$ cat src/rtl/jtag_pkg.sv
// TAP state encoding, default opcodes and the standard TMS next-state function.
// Shared by the TAP top, its shift registers and any debug logic decoding the state output.
package jtag_pkg;

  typedef enum logic [3:0] {
    TestLogicReset = 4'd0,
    RunTestIdle    = 4'd1,
    SelectDrScan   = 4'd2,
    CaptureDr      = 4'd3,
    ShiftDr        = 4'd4,
    Exit1Dr        = 4'd5,
    PauseDr        = 4'd6,
    Exit2Dr        = 4'd7,
    UpdateDr       = 4'd8,
    SelectIrScan   = 4'd9,
    CaptureIr      = 4'd10,
    ShiftIr        = 4'd11,
    Exit1Ir        = 4'd12,
    PauseIr        = 4'd13,
    Exit2Ir        = 4'd14,
    UpdateIr       = 4'd15
  } tap_state_e;

  localparam int unsigned DEF_IR_WIDTH      = 4;
  localparam int unsigned DEF_USER_DR_WIDTH = 8;
  localparam logic [31:0] DEF_IDCODE        = 32'h0000_FAF0;
  localparam logic [3:0]  DEF_OP_IDCODE     = 4'h1;
  localparam logic [3:0]  DEF_OP_USER       = 4'h8;

  function automatic tap_state_e tap_next(input tap_state_e s, input logic tms);
    tap_state_e n;
    case (s)
      TestLogicReset: n = tms ? TestLogicReset : RunTestIdle;
      RunTestIdle:    n = tms ? SelectDrScan   : RunTestIdle;
      SelectDrScan:   n = tms ? SelectIrScan   : CaptureDr;
      CaptureDr:      n = tms ? Exit1Dr        : ShiftDr;
      ShiftDr:        n = tms ? Exit1Dr        : ShiftDr;
      Exit1Dr:        n = tms ? UpdateDr       : PauseDr;
      PauseDr:        n = tms ? Exit2Dr        : PauseDr;
      Exit2Dr:        n = tms ? UpdateDr       : ShiftDr;
      UpdateDr:       n = tms ? SelectDrScan   : RunTestIdle;
      SelectIrScan:   n = tms ? TestLogicReset : CaptureIr;
      CaptureIr:      n = tms ? Exit1Ir        : ShiftIr;
      ShiftIr:        n = tms ? Exit1Ir        : ShiftIr;
      Exit1Ir:        n = tms ? UpdateIr       : PauseIr;
      PauseIr:        n = tms ? Exit2Ir        : PauseIr;
      Exit2Ir:        n = tms ? UpdateIr       : ShiftIr;
      UpdateIr:       n = tms ? SelectDrScan   : RunTestIdle;
      default:        n = TestLogicReset;
    endcase
    return n;
  endfunction

endpackage

$ cat src/rtl/jtag_shift_reg.sv
// Capture/shift/hold register: parallel load on capture, right shift with serial_in into the MSB on shift.
// One tck per operation; capture wins over shift; synchronous active-low clear.
module jtag_shift_reg #(
  parameter int unsigned WIDTH = 8
) (
  input  logic             clk,
  input  logic             rst_n,
  input  logic             capture,
  input  logic             shift,
  input  logic [WIDTH-1:0] din,
  input  logic             serial_in,
  output logic [WIDTH-1:0] q
);

  logic [WIDTH-1:0] sr_q, sr_d;
  logic [WIDTH:0]   sr_cat;

  always_comb begin
    sr_cat = {serial_in, sr_q};
    sr_d   = sr_q;
    if (capture) begin
      sr_d = din;
    end else if (shift) begin
      sr_d = sr_cat[WIDTH:1];
    end
  end

  always_ff @(posedge clk) begin
    if (!rst_n) begin
      sr_q <= '0;
    end else begin
      sr_q <= sr_d;
    end
  end

  assign q = sr_q;

endmodule

$ cat src/rtl/jtag_tap.sv
// IEEE 1149.1-style TAP with instruction register and IDCODE/BYPASS/USER data registers; tdo is the LSB of the selected register.
// JTAG_SYS_RESET_EN adds a sys_reset input, synchronised to tck, whose rising edge resets the TAP 3 tck later.
module jtag_tap
  import jtag_pkg::*;
#(
  parameter int unsigned          IR_WIDTH      = DEF_IR_WIDTH,
  parameter logic [31:0]          IDCODE        = DEF_IDCODE,
  parameter int unsigned          USER_DR_WIDTH = DEF_USER_DR_WIDTH,
  parameter logic [IR_WIDTH-1:0]  OP_IDCODE     = IR_WIDTH'(DEF_OP_IDCODE),
  parameter logic [IR_WIDTH-1:0]  OP_USER       = IR_WIDTH'(DEF_OP_USER)
) (
  input  logic                     tck,
  input  logic                     trst_n,
  input  logic                     tms,
  input  logic                     tdi,
`ifdef JTAG_SYS_RESET_EN
  input  logic                     sys_reset,
`endif
  output logic                     tdo,
  output logic                     tdo_oe,
  output logic [3:0]               state,
  output logic [IR_WIDTH-1:0]      ir,
  output logic                     in_reset,
  input  logic [USER_DR_WIDTH-1:0] user_capture,
  output logic [USER_DR_WIDTH-1:0] user_update,
  output logic                     user_update_valid
);

  localparam logic [IR_WIDTH-1:0] IR_CAPTURE = IR_WIDTH'(2'b01);

  logic rst_n;

`ifdef JTAG_SYS_RESET_EN
  logic [2:0] sync_q, sync_d;

  always_comb begin
    sync_d = {sync_q[1:0], sys_reset};
  end

  always_ff @(posedge tck) begin
    if (!trst_n) begin
      sync_q <= '0;
    end else begin
      sync_q <= sync_d;
    end
  end

  // Single-cycle reset on the edge entering the last stage, so a held sys_reset resets once.
  assign rst_n = trst_n & ~(sync_q[1] & ~sync_q[2]);
`else
  assign rst_n = trst_n;
`endif

  tap_state_e                state_q, state_d;
  logic [IR_WIDTH-1:0]       ir_q, ir_d;
  logic                      byp_q, byp_d;
  logic [USER_DR_WIDTH-1:0]  user_update_q, user_update_d;
  logic                      user_valid_q, user_valid_d;

  logic [IR_WIDTH-1:0]       ir_sr;
  logic [31:0]               id_sr;
  logic [USER_DR_WIDTH-1:0]  usr_sr;
  logic                      unused_id;

  logic sel_idcode, sel_user, sel_byp;
  logic capture_dr, shift_dr, capture_ir, shift_ir;

  assign sel_idcode = (ir_q == OP_IDCODE);
  assign sel_user   = (ir_q == OP_USER) && !sel_idcode;
  assign sel_byp    = !sel_idcode && !sel_user;
  assign capture_dr = (state_q == CaptureDr);
  assign shift_dr   = (state_q == ShiftDr);
  assign capture_ir = (state_q == CaptureIr);
  assign shift_ir   = (state_q == ShiftIr);

  jtag_shift_reg #(.WIDTH(IR_WIDTH)) u_ir_sr (
    .clk       (tck),
    .rst_n     (rst_n),
    .capture   (capture_ir),
    .shift     (shift_ir),
    .din       (IR_CAPTURE),
    .serial_in (tdi),
    .q         (ir_sr)
  );

  jtag_shift_reg #(.WIDTH(32)) u_id_sr (
    .clk       (tck),
    .rst_n     (rst_n),
    .capture   (capture_dr & sel_idcode),
    .shift     (shift_dr & sel_idcode),
    .din       (IDCODE),
    .serial_in (tdi),
    .q         (id_sr)
  );

  jtag_shift_reg #(.WIDTH(USER_DR_WIDTH)) u_usr_sr (
    .clk       (tck),
    .rst_n     (rst_n),
    .capture   (capture_dr & sel_user),
    .shift     (shift_dr & sel_user),
    .din       (user_capture),
    .serial_in (tdi),
    .q         (usr_sr)
  );

  assign unused_id = ^id_sr[31:1];

  always_comb begin
    state_d       = tap_next(state_q, tms);
    ir_d          = ir_q;
    byp_d         = byp_q;
    user_update_d = user_update_q;
    user_valid_d  = 1'b0;

    // ir reloads one cycle after TMS entry into TestLogicReset; the new opcode applies from the state after UpdateIr.
    if (state_q == TestLogicReset) begin
      ir_d = OP_IDCODE;
    end else if (state_q == UpdateIr) begin
      ir_d = ir_sr;
    end

    if (capture_dr && sel_byp) begin
      byp_d = 1'b0;
    end else if (shift_dr && sel_byp) begin
      byp_d = tdi;
    end

    if ((state_q == UpdateDr) && sel_user) begin
      user_update_d = usr_sr;
      user_valid_d  = 1'b1;
    end
  end

  always_ff @(posedge tck) begin
    if (!rst_n) begin
      state_q       <= TestLogicReset;
      ir_q          <= OP_IDCODE;
      byp_q         <= 1'b0;
      user_update_q <= '0;
      user_valid_q  <= 1'b0;
    end else begin
      state_q       <= state_d;
      ir_q          <= ir_d;
      byp_q         <= byp_d;
      user_update_q <= user_update_d;
      user_valid_q  <= user_valid_d;
    end
  end

  always_comb begin
    tdo = 1'b0;
    if (shift_ir) begin
      tdo = ir_sr[0];
    end else if (shift_dr) begin
      if (sel_idcode) begin
        tdo = id_sr[0];
      end else if (sel_user) begin
        tdo = usr_sr[0];
      end else begin
        tdo = byp_q;
      end
    end
  end

  assign tdo_oe            = shift_ir | shift_dr;
  assign state             = state_q;
  assign ir                = ir_q;
  assign in_reset          = (state_q == TestLogicReset);
  assign user_update       = user_update_q;
  assign user_update_valid = user_valid_q;

endmodule
$ cat config.mk
export PLATFORM = sky130hd
export DESIGN_NAME = jtag_tap
export DESIGN_NICKNAME = d
export VERILOG_FILES = /design/src/rtl/jtag_pkg.sv /design/src/rtl/jtag_shift_reg.sv /design/src/rtl/jtag_tap.sv
export SDC_FILE = /design/constraint.sdc
export NUM_CORES = 1
export LEC_CHECK = 0
export CAP_MARGIN = 20
export CORE_MARGIN = 2
export CORE_UTILIZATION = 30
export CTS_BUF_LIST = sky130_fd_sc_hd__clkbuf_4 sky130_fd_sc_hd__clkbuf_8
export DETAILED_ROUTE_END_ITERATION = 7
export SYNTH_ARGS = -nofsm -noshare
export SYNTH_HDL_FRONTEND = slang
export SYNTH_HIERARCHICAL = 1
export SYNTH_SLANG_ARGS = --single-unit
export TNS_END_PERCENT = 10
$ cat constraint.sdc
create_clock -name tck -period 4.4 [get_ports tck]
set_clock_uncertainty 0.1 [all_clocks]
set_input_delay 0.44 -clock tck [delete_from_list [all_inputs] [get_ports tck]]
set_output_delay 0.44 -clock tck [all_outputs]
set_load 0.02 [all_outputs]
==> run_results.csv, run 1 <==
group,metric,value,unit
run_status,status,"completed",
synth,synthTopCellsByArea,"dfxtp_1, mux2_4, o211a_1, or2b_1, nand2b_1",
synth,synthesis.area,3370,sq um
setup_path,crit_chain,"nor4b_1, o221ai_1, o21ai_0, clkdlybuf4s50_1",
placement,placed_cells,492,
floorplanning,num_rows,38,
clock_network,path_clk_slew,0.07,ns
flow_run,maxCapViolations,0,
synth,synth_compound_area_share,17.7,%
synth,yosys.area_share.xor_xnor,0.520,%
pwr,power.internal,0.942,mW
final_layout,fillers,1079,
grt,grt_pass1_wl,10600,um
synth,netlist_instances,310,
drt,post_drt_via_cell_ratio,4.58,
drt,drtAntennaViolNets,0,
grt,grt_pass1_vias,2307,
floorplanning,start_util,30.9,%
final_layout,design_area,4040,sq um
synth,synth.area.mux_share,22.6,%
timing,worstMarginPinSlew,0.988,ns
floorplanning,dieArea,12100,sq um
final_layout,finish.utilization,37.1,%
clock_network,worstSkewPairLatency,0.33,ns
timing,grt_setup_unrepaired,"no",
drt,drtIter0Drc,46,
pwr,p_seq_share,48.7,%
setup_path,crit_slowest_cell,"clkdlybuf4s50_1",
synth,yosysTopAreaCellShare,36.9,%
timing,period_minus_slack,3.09,ns
synth,yosysSeqAreaShare,36.9,%
clock_network,post-cts-setup-buffer-count,0,
pwr,clockPowerShare,41.4,%
final_layout,area_growth,20.0,%
clock_network,cts_sinks,62,
setup_path,r2r_cells,5,
floorplanning,io-pin-count,32,
pwr,p_sw_share,23.4,%
floorplanning,die_y,110,um
timing,slew_violations,0,
synth,synthAdderAreaFrac,0,%
synth,synth_cell_types,41,
synth,ys_ff_latch,62,
grt,grt_max_degree,48,
grt,gr-total-overflow,0,
clock_network,max-clock-path-buffers,2,
setup_path,crit_required,3.86,ns
synth,synthSimpleGateAreaFrac,16.3,%
setup_path,crit_path_end_kind,"primary output",
worst_hold_path,hold_path_depth,2,
final_layout,insertedDiodeCount,0,
setup_path,cpPeakStageDelay,0.64,ns
placement,placed_area,3830,sq um
pwr,powerDensity,305,nW/um^2
synth,avgSynthCellArea,10.9,sq um
floorplanning,die_w,110,um
pwr,power_leakage,2.09,nW
pwr,power.switching,0.289,mW
final_layout,nNetsFinal,375,
synth,synthFlopType,"dfxtp_1",
drt,totalWireLength,6120,um
floorplanning,core,10900,sq um
clock_network,cts_resized,0,
clock_network,cts_buffers,9,
drt,vias,2327,
drt,avgRoutedWirePerCell,12.0,um
clock_network,cts_tree,"built",
setup_path,start_kind,"register",
placement,place.gp.congestion,0.784,
grt,grt_usage,11.2,%
synth,synth_top_family_by_area,"multiplexers",
drt,dr.pass1.iters,4,
synth,yosysMostFrequentCell,"dfxtp_1",
worst_hold_path,min-delay-path-class,"reg2reg",
clock_network,cts_hold_buf,0,
pwr,power.total,1.23,mW
final_layout,drive_gt1_share,17.7,%
synth,synth_edf_count,0,
synth,ys.warnings.count,6,
timing,slew_headroom,33.9,%
setup_path,crit_fanout,17,
placement,portBuffers,31,
drt,drc_errors,0,
synth,synth_common_cells,"dfxtp_1, o211a_1, mux2_4",
grt,antenna_found_initial,0,
pwr,peakVddDrop,0.143,mV
timing,fin_crit_sh,70.3,%
setup_path,regToRegSetupSlack,1.37,ns
synth,async_reset_ff_share,0,%
synth,yosys.area.top_type,"dfxtp_1",
timing,hold_violations,0,
setup_path,path_class,"reg2out",
timing,setup_violations,0,
setup_path,critPathArrivalTime,2.55,ns
clock_network,cts_root_buf,"clkbuf_8",
timing,finalSetupTns,0,ns
final_layout,final_cells,508,
timing,max_freq,323,MHz
clock_network,htreeDepth,3,
pwr,pwr-share-comb,9.9,%
placement,hpwl,3980,um
-- metal layers --
metal / global-route usage, % / vias up / part of all wire, %
met5: 0 / - / 0
met4: 4.34 / 0 / 1.5
met3: 3.32 / 9 / 3.3
met2: 18.8 / 30 / 47
met1: 13.4 / 1100 / 48
li1: - / 1188 / -
-- cells in the final DEF, fill, tap and decap left out, types with 2 or more instances in the layout --
cell type        instances
dfxtp_1                 62
o211a_1                 44
mux2_4                  38
conb_1                  36
clkdlybuf4s50_1         31
or2b_1                  29
nand2b_1                20
nor2_1                  20
mux2i_1                 11
clkbuf_8                11
o21ai_0                  7
a21oi_1                  6
nand2_1                  4
mux2_1                   4
nand3_1                  3
inv_1                    3
mux2_2                   3
clkinv_2                 3
buf_4                    3
or4b_2                   2
nor2_4                   2
nor3_1                   2
a211oi_1                 2
nor4b_1                  2
o211ai_1                 2
a31oi_1                  2
-- sequential cells by signal, indices dropped and copies added (netlist names) --
| signal | flops |
|---|---|
| u_usr_sr/q | 8 |
| ir | 4 |
| byp_q | 1 |
| state | 4 |
| user_update | 8 |
| u_ir_sr/q | 4 |
| u_id_sr/q | 32 |
| user_update_valid | 1 |
-- through the flow --
stage	worst slack, ns	hold WS [ns]
after floorplan	1.87	0.366
after global placement	1.40	0.379
after detailed placement	1.36	0.388
after CTS	1.25	0.398
after global routing	1.12	0.427
final	1.31	0.396
-- power by group through the flow --
stage | sequential [mW] | combinational (mW) | clock (mW)
floorplan | 0.602 | 0.101 | 0
global placement | 0.611 | 0.121 | 0
detailed placement | 0.612 | 0.122 | 0
CTS | 0.599 | 0.123 | 0.533
global route | 0.602 | 0.135 | 0.558
finish | 0.599 | 0.122 | 0.510
-- worst max-delay path, delay by kind of cell, from the launching register on --
| kind | cells | cell delay (ns) |
|---|---|---|
| buffers and inverters | 1 | 0.64 |
| AND/OR/NAND/NOR | 1 | 0.51 |
| AO/OA/AOI/OAI | 2 | 0.47 |
| flip-flops | 1 | 0.59 |
-- path summary, 6_finish.rpt --
check,start,end
worst max-delay path,state[2]$_SDFF_PN0_,tdo
worst min-delay path,user_update[5]$_SDFFE_PN0P_,user_update[5]$_SDFFE_PN0P_
worst max register to register,state[2]$_SDFF_PN0_,u_id_sr/q[29]$_SDFFE_PN0P_
worst min register to register,user_update[5]$_SDFFE_PN0P_,user_update[5]$_SDFFE_PN0P_
-- kinds of logic after synthesis --
kind of cell,count (synthesis)
simple gates,90
compound gates,69
flops,62
xor+xnor,2
other cells,2
buf+inv,29
mux,56
-- layout make-up --
type	instances	area [sq um]	area share (%)
Multi-Input combinational cell	253	2070	51.3
Sequential cell	62	1240	30.7
Timing Repair Buffer	34	333	8.24
Tap cell	140	175	4.34
Clock buffer	12	159	3.94
Clock inverter	4	45.0	1.12
Inverter	3	11.3	0.279
Power figures use the tool's default switching activity.
==> run 2, diff against run 1 <==
clock period = 2.65 ns   (was 4.4 ns; I/O delays follow)
==> run 2 against run 1 <==
  * Non-clock buffer count grew 9
  * Power up 74%
  * First-iteration DRC count up 83%
==> run_results.csv, run 2 (synthesis results as in run 1) <==
group,metric,value,unit
setup_path,r2r_end,"u_id_sr/q[15]$_SDFFE_PN0P_",
final_layout,fillers,1066,
clock_network,htreeDepth,3,
setup_path,r2r-start,"ir[1]$_SDFFE_PP0P_",
clock_network,cts_tree,"built",
worst_hold_path,min-delay-path-class,"reg2reg",
setup_path,regToRegSetupSlack,0.36,ns
clock_network,cts_sinks,62,
drt,vias,2372,
drt,dr.pass1.iters,4,
setup_path,start_kind,"register",
final_layout,insertedDiodeCount,0,
pwr,peakVddDrop,0.206,mV
grt,grt_max_degree,65,
drt,drtIter0Drc,84,
clock_network,cts_hold_buf,0,
setup_path,crit_path_end_kind,"primary output",
setup_path,critPathArrivalTime,2.13,ns
final_layout,nNetsFinal,384,
grt,grt_usage,11.8,%
floorplanning,io-pin-count,32,
run_status,status,"completed",
grt,gr-total-overflow,0,
grt,antenna_found_initial,0,
clock_network,post-cts-setup-buffer-count,0,
setup_path,r2r_cells,5,
timing,slew_violations,0,
final_layout,design_area,4160,sq um
timing,finalSetupTns,0,ns
worst_hold_path,hold_path_depth,2,
clock_network,worstSkewPairLatency,0.34,ns
grt,grt_pass1_wl,11200,um
clock_network,cts_buffers,9,
final_layout,drive_gt1_share,19.9,%
clock_network,cts_root_buf,"clkbuf_8",
floorplanning,dieArea,12100,sq um
final_layout,largest_reg_flops,32,
clock_network,path_clk_slew,0.08,ns
clock_network,max-clock-path-buffers,2,
timing,fin_crit_sh,94.3,%
worst_hold_path,min_to,"user_update[4]$_SDFFE_PN0P_",
worst_hold_path,hold_start,"user_update[4]$_SDFFE_PN0P_",
floorplanning,num_rows,38,
drt,drc_errors,0,
final_layout,final_cell_mix,"dfxtp_1, o211a_1, mux2_4, conb_1",
timing,slew_headroom,63.1,%
timing,worstMarginPinSlew,0.553,ns
final_layout,area_growth,23.7,%
flow_run,maxCapViolations,0,
pwr,power.total,2.14,mW
placement,portBuffers,31,
drt,post_drt_via_cell_ratio,4.59,
placement,placed_area,3940,sq um
floorplanning,core,10900,sq um
setup_path,crit_fanout,7,
placement,hpwl,4150,um
timing,max_freq,400,MHz
drt,totalWireLength,6460,um
final_layout,final_common_cell,"dfxtp_1",
setup_path,path_class,"reg2out",
pwr,powerDensity,514,nW/um^2
final_layout,finish.utilization,38.2,%
setup_path,crit_required,2.29,ns
grt,grt_pass1_vias,2345,
floorplanning,die_y,110,um
placement,place.gp.congestion,0.842,
pwr,power_leakage,2.15,nW
timing,grt_setup_unrepaired,"no",
drt,drtAntennaViolNets,0,
drt,avgRoutedWirePerCell,12.5,um
floorplanning,start_util,30.9,%
floorplanning,die_w,110,um
timing,period_minus_slack,2.50,ns
timing,hold_violations,0,
timing,setup_violations,0,
run 2: cell types whose count changed in the layout (fill, tap and decap cells not counted), sizes merged:
cell	delta
dlygate4sd2	+1
clkinv	-2
dlymetal6s2s	+1
clkdlybuf4s50	-2
bufinv	+1
buf	+9
clkinvlp	+4
clkbuf	-3
run 2: final cells by class:
cell class	instances	area (sq um)	share of cell area [%]
Multi-Input combinational cell	253	2070	49.8
Sequential cell	62	1240	29.8
Timing Repair Buffer	43	439	10.5
Tap cell	140	175	4.21
Clock buffer	9	124	2.97
Clock inverter	7	98.8	2.37
Inverter	3	11.3	0.270
run 2: power by group:
group	internal [mW]	switching, mW	total, mW
clock	0.530	0.397	0.927
sequential	0.960	0.0188	0.979
combinational	0.124	0.111	0.235
run 2: routing by layer:
layer	up-vias	track usage (%)	wire (um)
li1	1207	-	-
met1	1127	15.4	3230
met2	31	18.5	2990
met3	7	2.43	164
met4	0	5.70	81
met5	-	0	0
run 2: what timing repair did:
action | in CTS | in global routing
gates resized for setup | 2 | 1
endpoints found under the hold margin | 0 | 0
setup endpoints to repair | 1 | 1
run 2: worst max-delay path by stage:
| stage | slack, ns | to | from |
|---|---|---|---|
| after floorplan | 0.12 | u_id_sr/q[0]$_SDFFE_PN0P_ | state[1]$_SDFF_PN0_ |
| after global placement | 0.30 | tdo | ir[0]$_SDFFE_PP1P_ |
| after detailed placement | 0.27 | tdo | ir[0]$_SDFFE_PP1P_ |
| after CTS | 0.06 | tdo_oe | state[2]$_SDFF_PN0_ |
| after global routing | 0.07 | tdo | ir[1]$_SDFFE_PP0P_ |
| final | 0.15 | tdo | ir[1]$_SDFFE_PP0P_ |
run 2: stage by stage:
step	hold slack (ns)	std cells	worst slack (ns)
4_1_cts	0.410	517	0.0556
6_report	0.406	517	0.152
3_5_place_dp	0.393	501	0.272
5_1_grt	0.439	517	0.0724
3_3_place_gp	0.385	501	0.299
2_1_floorplan	0.298	344	0.121
run 2: worst max-delay path, cell delays in order (launching register included):
cell and delay [ns]:
dfxtp_1 0.36, or4b_2 0.78, o221ai_1 0.23, o21ai_0 0.10
dlygate4sd2_1 0.32
==> run 3, diff against run 2 <==
--- a/config.mk
+++ b/config.mk
@@ -11,4 +11,5 @@
 export CTS_BUF_LIST = sky130_fd_sc_hd__clkbuf_4 sky130_fd_sc_hd__clkbuf_8
 export DETAILED_ROUTE_END_ITERATION = 7
+export SLEW_MARGIN = 20
 export SYNTH_ARGS = -nofsm -noshare
 export SYNTH_HDL_FRONTEND = slang
--- a/constraint.sdc
+++ b/constraint.sdc
@@ -3,3 +3,3 @@
 set_input_delay 0.265 -clock tck [delete_from_list [all_inputs] [get_ports tck]]
 set_output_delay 0.265 -clock tck [all_outputs]
-set_load 0.02 [all_outputs]
+set_load 0.01 [all_outputs]
==> run 3 against run 2 <==
  * Hold slack lost 0.0081 ns
  * First-iteration DRC count up 2.4%
  * Fmax fell by 0.31%
  * Design area is 0.12% lower
  * Critical path depth down 1
==> run_results.csv, run 3 (synthesis results as in run 1) <==
group,metric,value,unit
run_status,status,"completed",
grt,antenna_found_initial,0,
floorplanning,core,10900,sq um
timing,slew_violations,0,
setup_path,r2r_cells,5,
final_layout,largest_reg_flops,32,
drt,avgRoutedWirePerCell,12.1,um
setup_path,crit_slowest_cell,"or4b_2",
final_layout,final_common_cell,"dfxtp_1",
grt,grt_usage,11.3,%
clock_network,path_clk_slew,0.07,ns
drt,post_drt_via_cell_ratio,4.55,
timing,finalSetupTns,0,ns
pwr,power.total,2.12,mW
drt,drtAntennaViolNets,0,
setup_path,crit_chain,"or4b_2, o21ai_0, clkdlybuf4s50_1",
setup_path,crit_required,2.29,ns
final_layout,area_growth,23.6,%
placement,placed_area,3930,sq um
drt,totalWireLength,6230,um
grt,grt_pass1_wl,10900,um
setup_path,critPathTopFamily,"simple AND/OR/NAND/NOR gates",
drt,drtIter0Drc,86,
clock_network,worstSkewPairLatency,0.32,ns
setup_path,cp_num_cells,3,
clock_network,htreeDepth,3,
drt,drc_errors,0,
grt,gr-total-overflow,0,
pwr,powerDensity,511,nW/um^2
placement,portBuffers,31,
clock_network,cts_hold_buf,0,
floorplanning,die_y,110,um
drt,dr.pass1.iters,4,
timing,fin_crit_sh,94.6,%
drt,vias,2350,
setup_path,path_class,"reg2out",
floorplanning,die_w,110,um
setup_path,crit_fanout,4,
final_layout,design_area,4160,sq um
timing,worstMarginPinSlew,0.568,ns
setup_path,critPathArrivalTime,2.14,ns
timing,max_freq,399,MHz
placement,place.gp.congestion,0.835,
pwr,peakVddDrop,0.283,mV
final_layout,ff_latch_area,1240,sq um
setup_path,start_kind,"register",
setup_path,cpPeakStageDelay,0.76,ns
timing,period_minus_slack,2.51,ns
worst_hold_path,hold_path_depth,2,
timing,hold_violations,0,
final_layout,nNetsFinal,384,
floorplanning,io-pin-count,32,
flow_run,maxCapViolations,0,
pwr,power_leakage,2.15,nW
worst_hold_path,min-delay-path-class,"reg2reg",
setup_path,cp_num_buf_inv,1,
setup_path,crit_path_end_kind,"primary output",
final_layout,multi_input_area,2080,sq um
timing,grt_setup_unrepaired,"no",
floorplanning,start_util,30.9,%
clock_network,cts_sinks,62,
clock_network,post-cts-setup-buffer-count,0,
timing,setup_violations,0,
grt,grt_pass1_vias,2362,
floorplanning,dieArea,12100,sq um
clock_network,cts_buffers,9,
final_layout,fillers,1032,
floorplanning,num_rows,38,
clock_network,max-clock-path-buffers,2,
grt,grt_max_degree,65,
placement,hpwl,4120,um
timing,slew_headroom,62.0,%
clock_network,cts_root_buf,"clkbuf_8",
clock_network,cts_tree,"built",
final_layout,final_cell_mix,"dfxtp_1, o211a_1, mux2_4, conb_1, clkdlybuf4s50_1",
final_layout,insertedDiodeCount,0,
final_layout,drive_gt1_share,19.9,%
## run 3: cell types whose count changed in the layout (fill, tap and decap cells not counted), sizes merged
cell,change
clkdlybuf4s50,+2
dlymetal6s2s,-1
dlygate4sd2,-1
clkinv,+1
clkbuf,+3
clkinvlp,-4
## run 3: what timing repair did
action,in CTS,in global routing
pin swaps,0,0
setup endpoints to repair,1,1
gates resized for setup,1,1
## run 3: layout make-up
type | instances | area share (%)
Inverter | 3 | 0.271
Timing Repair Buffer | 43 | 10.2
Tap cell | 140 | 4.21
Multi-Input combinational cell | 253 | 50.1
Clock inverter | 4 | 1.68
Sequential cell | 62 | 29.8
Clock buffer | 12 | 3.67
## run 3: where the power goes
group	switching, mW	internal [mW]	total [mW]	leakage (nW)
logic	0.102	0.123	0.225	1.53
clock network	0.345	0.574	0.918	0.117
registers	0.0200	0.960	0.980	0.501
## run 3: path summary, 6_finish.rpt
| check | startpoint | to | slack [ns] |
|---|---|---|---|
| worst max-delay path | state[3]$_SDFF_PN0_ | tdo_oe | 0.14 |
| worst min-delay path | user_update[4]$_SDFFE_PN0P_ | user_update[4]$_SDFFE_PN0P_ | 0.40 |
| worst max register to register | state[3]$_SDFF_PN0_ | u_id_sr/q[31]$_SDFFE_PN0P_ | 0.37 |
| worst min register to register | user_update[4]$_SDFFE_PN0P_ | user_update[4]$_SDFFE_PN0P_ | 0.40 |
## run 3: metal layers
metal | track usage, % | up-vias | part of all wire, %
met5 | 0 | - | 0
met4 | 4.61 | 0 | 1.1
met3 | 2.49 | 5 | 3.0
met2 | 18.7 | 30 | 46
met1 | 14.1 | 1113 | 50
li1 | - | 1202 | -
## run 3: through the flow
stage	setup slack [ns]	util (%)	hold slack (ns)	instances
finish	0.144	38.2	0.398	517
global placement	0.361	36.1	0.382	501
global route	0.0782	38.2	0.441	517
CTS	0.0402	38.1	0.409	517
detailed placement	0.303	36.1	0.392	501
floorplan	0.174	-	0.298	344
## run 3: worst register-to-register path, stage by stage, from the launching register on
cell and delay (ns):
dfxtp_1 0.34, or4b_2 0.76, nor2_4 0.16, buf_4 0.26, mux2_2 0.36, o211a_1 0.19
==> variant: new RTL, config.mk and constraints of run 3 <==
Register the inputs `tms`, `tdi` and `user_capture` before use. The logic sees them one clock later.
--- a/src/rtl/jtag_tap.sv
+++ b/src/rtl/jtag_tap.sv
@@ -27,6 +27,16 @@
 );
 
   localparam logic [IR_WIDTH-1:0] IR_CAPTURE = IR_WIDTH'(2'b01);
+
+  logic tms_q;
+  logic tdi_q;
+  logic [USER_DR_WIDTH-1:0] user_capture_q;
+
+  always_ff @(posedge tck) begin
+    tms_q          <= tms;
+    tdi_q          <= tdi;
+    user_capture_q <= user_capture;
+  end
 
   logic rst_n;
 
@@ -79,7 +89,7 @@
     .capture   (capture_ir),
     .shift     (shift_ir),
     .din       (IR_CAPTURE),
-    .serial_in (tdi),
+    .serial_in (tdi_q),
     .q         (ir_sr)
   );
 
@@ -89,7 +99,7 @@
     .capture   (capture_dr & sel_idcode),
     .shift     (shift_dr & sel_idcode),
     .din       (IDCODE),
-    .serial_in (tdi),
+    .serial_in (tdi_q),
     .q         (id_sr)
   );
 
@@ -98,15 +108,15 @@
     .rst_n     (rst_n),
     .capture   (capture_dr & sel_user),
     .shift     (shift_dr & sel_user),
-    .din       (user_capture),
-    .serial_in (tdi),
+    .din       (user_capture_q),
+    .serial_in (tdi_q),
     .q         (usr_sr)
   );
 
   assign unused_id = ^id_sr[31:1];
 
   always_comb begin
-    state_d       = tap_next(state_q, tms);
+    state_d       = tap_next(state_q, tms_q);
     ir_d          = ir_q;
     byp_d         = byp_q;
     user_update_d = user_update_q;
@@ -122,7 +132,7 @@
     if (capture_dr && sel_byp) begin
       byp_d = 1'b0;
     end else if (shift_dr && sel_byp) begin
-      byp_d = tdi;
+      byp_d = tdi_q;
     end
 
     if ((state_q == UpdateDr) && sel_user) begin
Function: changed (Yosys sat finds a counterexample within 4 cycles, from zero or initial values and one cycle with trst_n low).
==> variant against run 3 <==
Count of clock-buffer cells in the layout shrank 3; the flow now finishes with violations (DRC); sequential share of layout area grew 3.2 points; hold slack lost 0.14 ns; power grew 3.9%; cell area grew 4.9%; utilization shrank 0.32 points; global-route usage shrank 0.098 points; sequential cell count grew 10; synthesized cell count grew 1.9%; synthesized area grew 5.8%; wire length grew 6.0%; worst setup slack gained 0.080 ns.
==> variant: results <==
{
  "netSwitchingFraction_pct": 24.7,
  "r2r_end": "u_id_sr/q[29]",
  "synthXorXnorAreaFrac_pct": 0.492,
  "viasPerCell": 4.57,
  "dp_cells": 516,
  "cts-resized-gates": 2,
  "grt_pass1_vias": 2413,
  "met1_length_um": 3150,
  "wl_um": 6610,
  "violations": "DRC",
  "core_area_um2": 11500,
  "instances_no_fill": 532,
  "yosys.cell_types.count": 46,
  "arrival_ns": 2.06,
  "firstDrtPassIters": 6,
  "outcome": "finished, violations left",
  "placed_area_um2": 4150,
  "min_path_type": "input port to flip-flop",
  "met3_usage_pct": 3.05,
  "grt_use_met1_pct": 14.4,
  "r2r-start": "state[1]",
  "clk_pin_slew_ns": 0.09,
  "drive_gt1_share_pct": 20.6,
  "gp_congestion": 0.769,
  "ys_top_cells_by_area": "dfxtp_1 (40%), mux2_4 (16%), o211a_1 (12%)",
  "clkLatencyLatePin_ns": 0.34,
  "synth_common_cells": "dfxtp_1 (72), o211a_1 (44), mux2_4 (38), or2b_1 (29), nor2_1 (21)",
  "rr_worst_depth": 6,
  "drc": 2,
  "wl_met3_um": 238,
  "dp_hpwl_um": 4320,
  "met2_length_um": 3120,
  "synth.area.mux_share_pct": 21.0,
  "hold_start": "user_capture[2]",
  "grt_pass1_wl_um": 11600,
  "power_leakage_uw": 0.00225,
  "fin_nets": 396,
  "synth-compound-area-share_pct": 16.6,
  "path_max_fanout": 2,
  "pre_cts_slack_ns": 0.235,
  "combPwrFrac_pct": 8.8,
  "reg2reg_slack_ns": 0.28,
  "syn-mean-instance-area_um2": 11.3,
  "holdWs_ns": 0.258,
  "tightestPinTransition_ns": 0.588,
  "grtUsageMet2_pct": 18.0,
  "drt_iter0_drc": 96,
  "peakVddDrop_mv": 0.253,
  "power.share.clock_pct": 39.9,
  "synth.yosys.seq_area_share_pct": 40.5,
  "grt_max_degree": 47,
  "whs_endpoint": "user_capture_q[2]"
}
## variant: critical path, cell delays in order (launching register included)
cell           delay (ns)
dfxtp_1              0.31
or4b_2               0.71
o41ai_2              0.39
dlygate4sd2_1        0.31
## variant: area by class of cell
cell class | instances | area (µm²)
clock buffer | 9 | 124
multi-input combinational | 251 | 2080
sequential | 72 | 1440
clock inverter | 7 | 78.8
inverter | 3 | 11.3
timing repair buffer | 47 | 444
tap | 143 | 179
fill | 1162 | 7150
## variant: worst max path at each step
stage	slack, ns	startpoint	depth (start not counted)	to
final	0.22	state[1]	3	tdo
after global routing	0.12	state[1]	3	tdo
after global placement	0.24	state[1]	3	tdo
after CTS	0.01	state[1]	4	tdo_oe
after floorplan	0.36	state[1]	7	u_id_sr/q[0]
after detailed placement	0.23	state[1]	3	tdo
## variant: cells by family (layout without fill, tap and decap cells)
group	count (synthesis)	after routing
compound gates	66	66
buf+inv	27	66
simple gates	92	92
flops	72	72
mux	55	55
other cells	2	36
xor+xnor	2	2
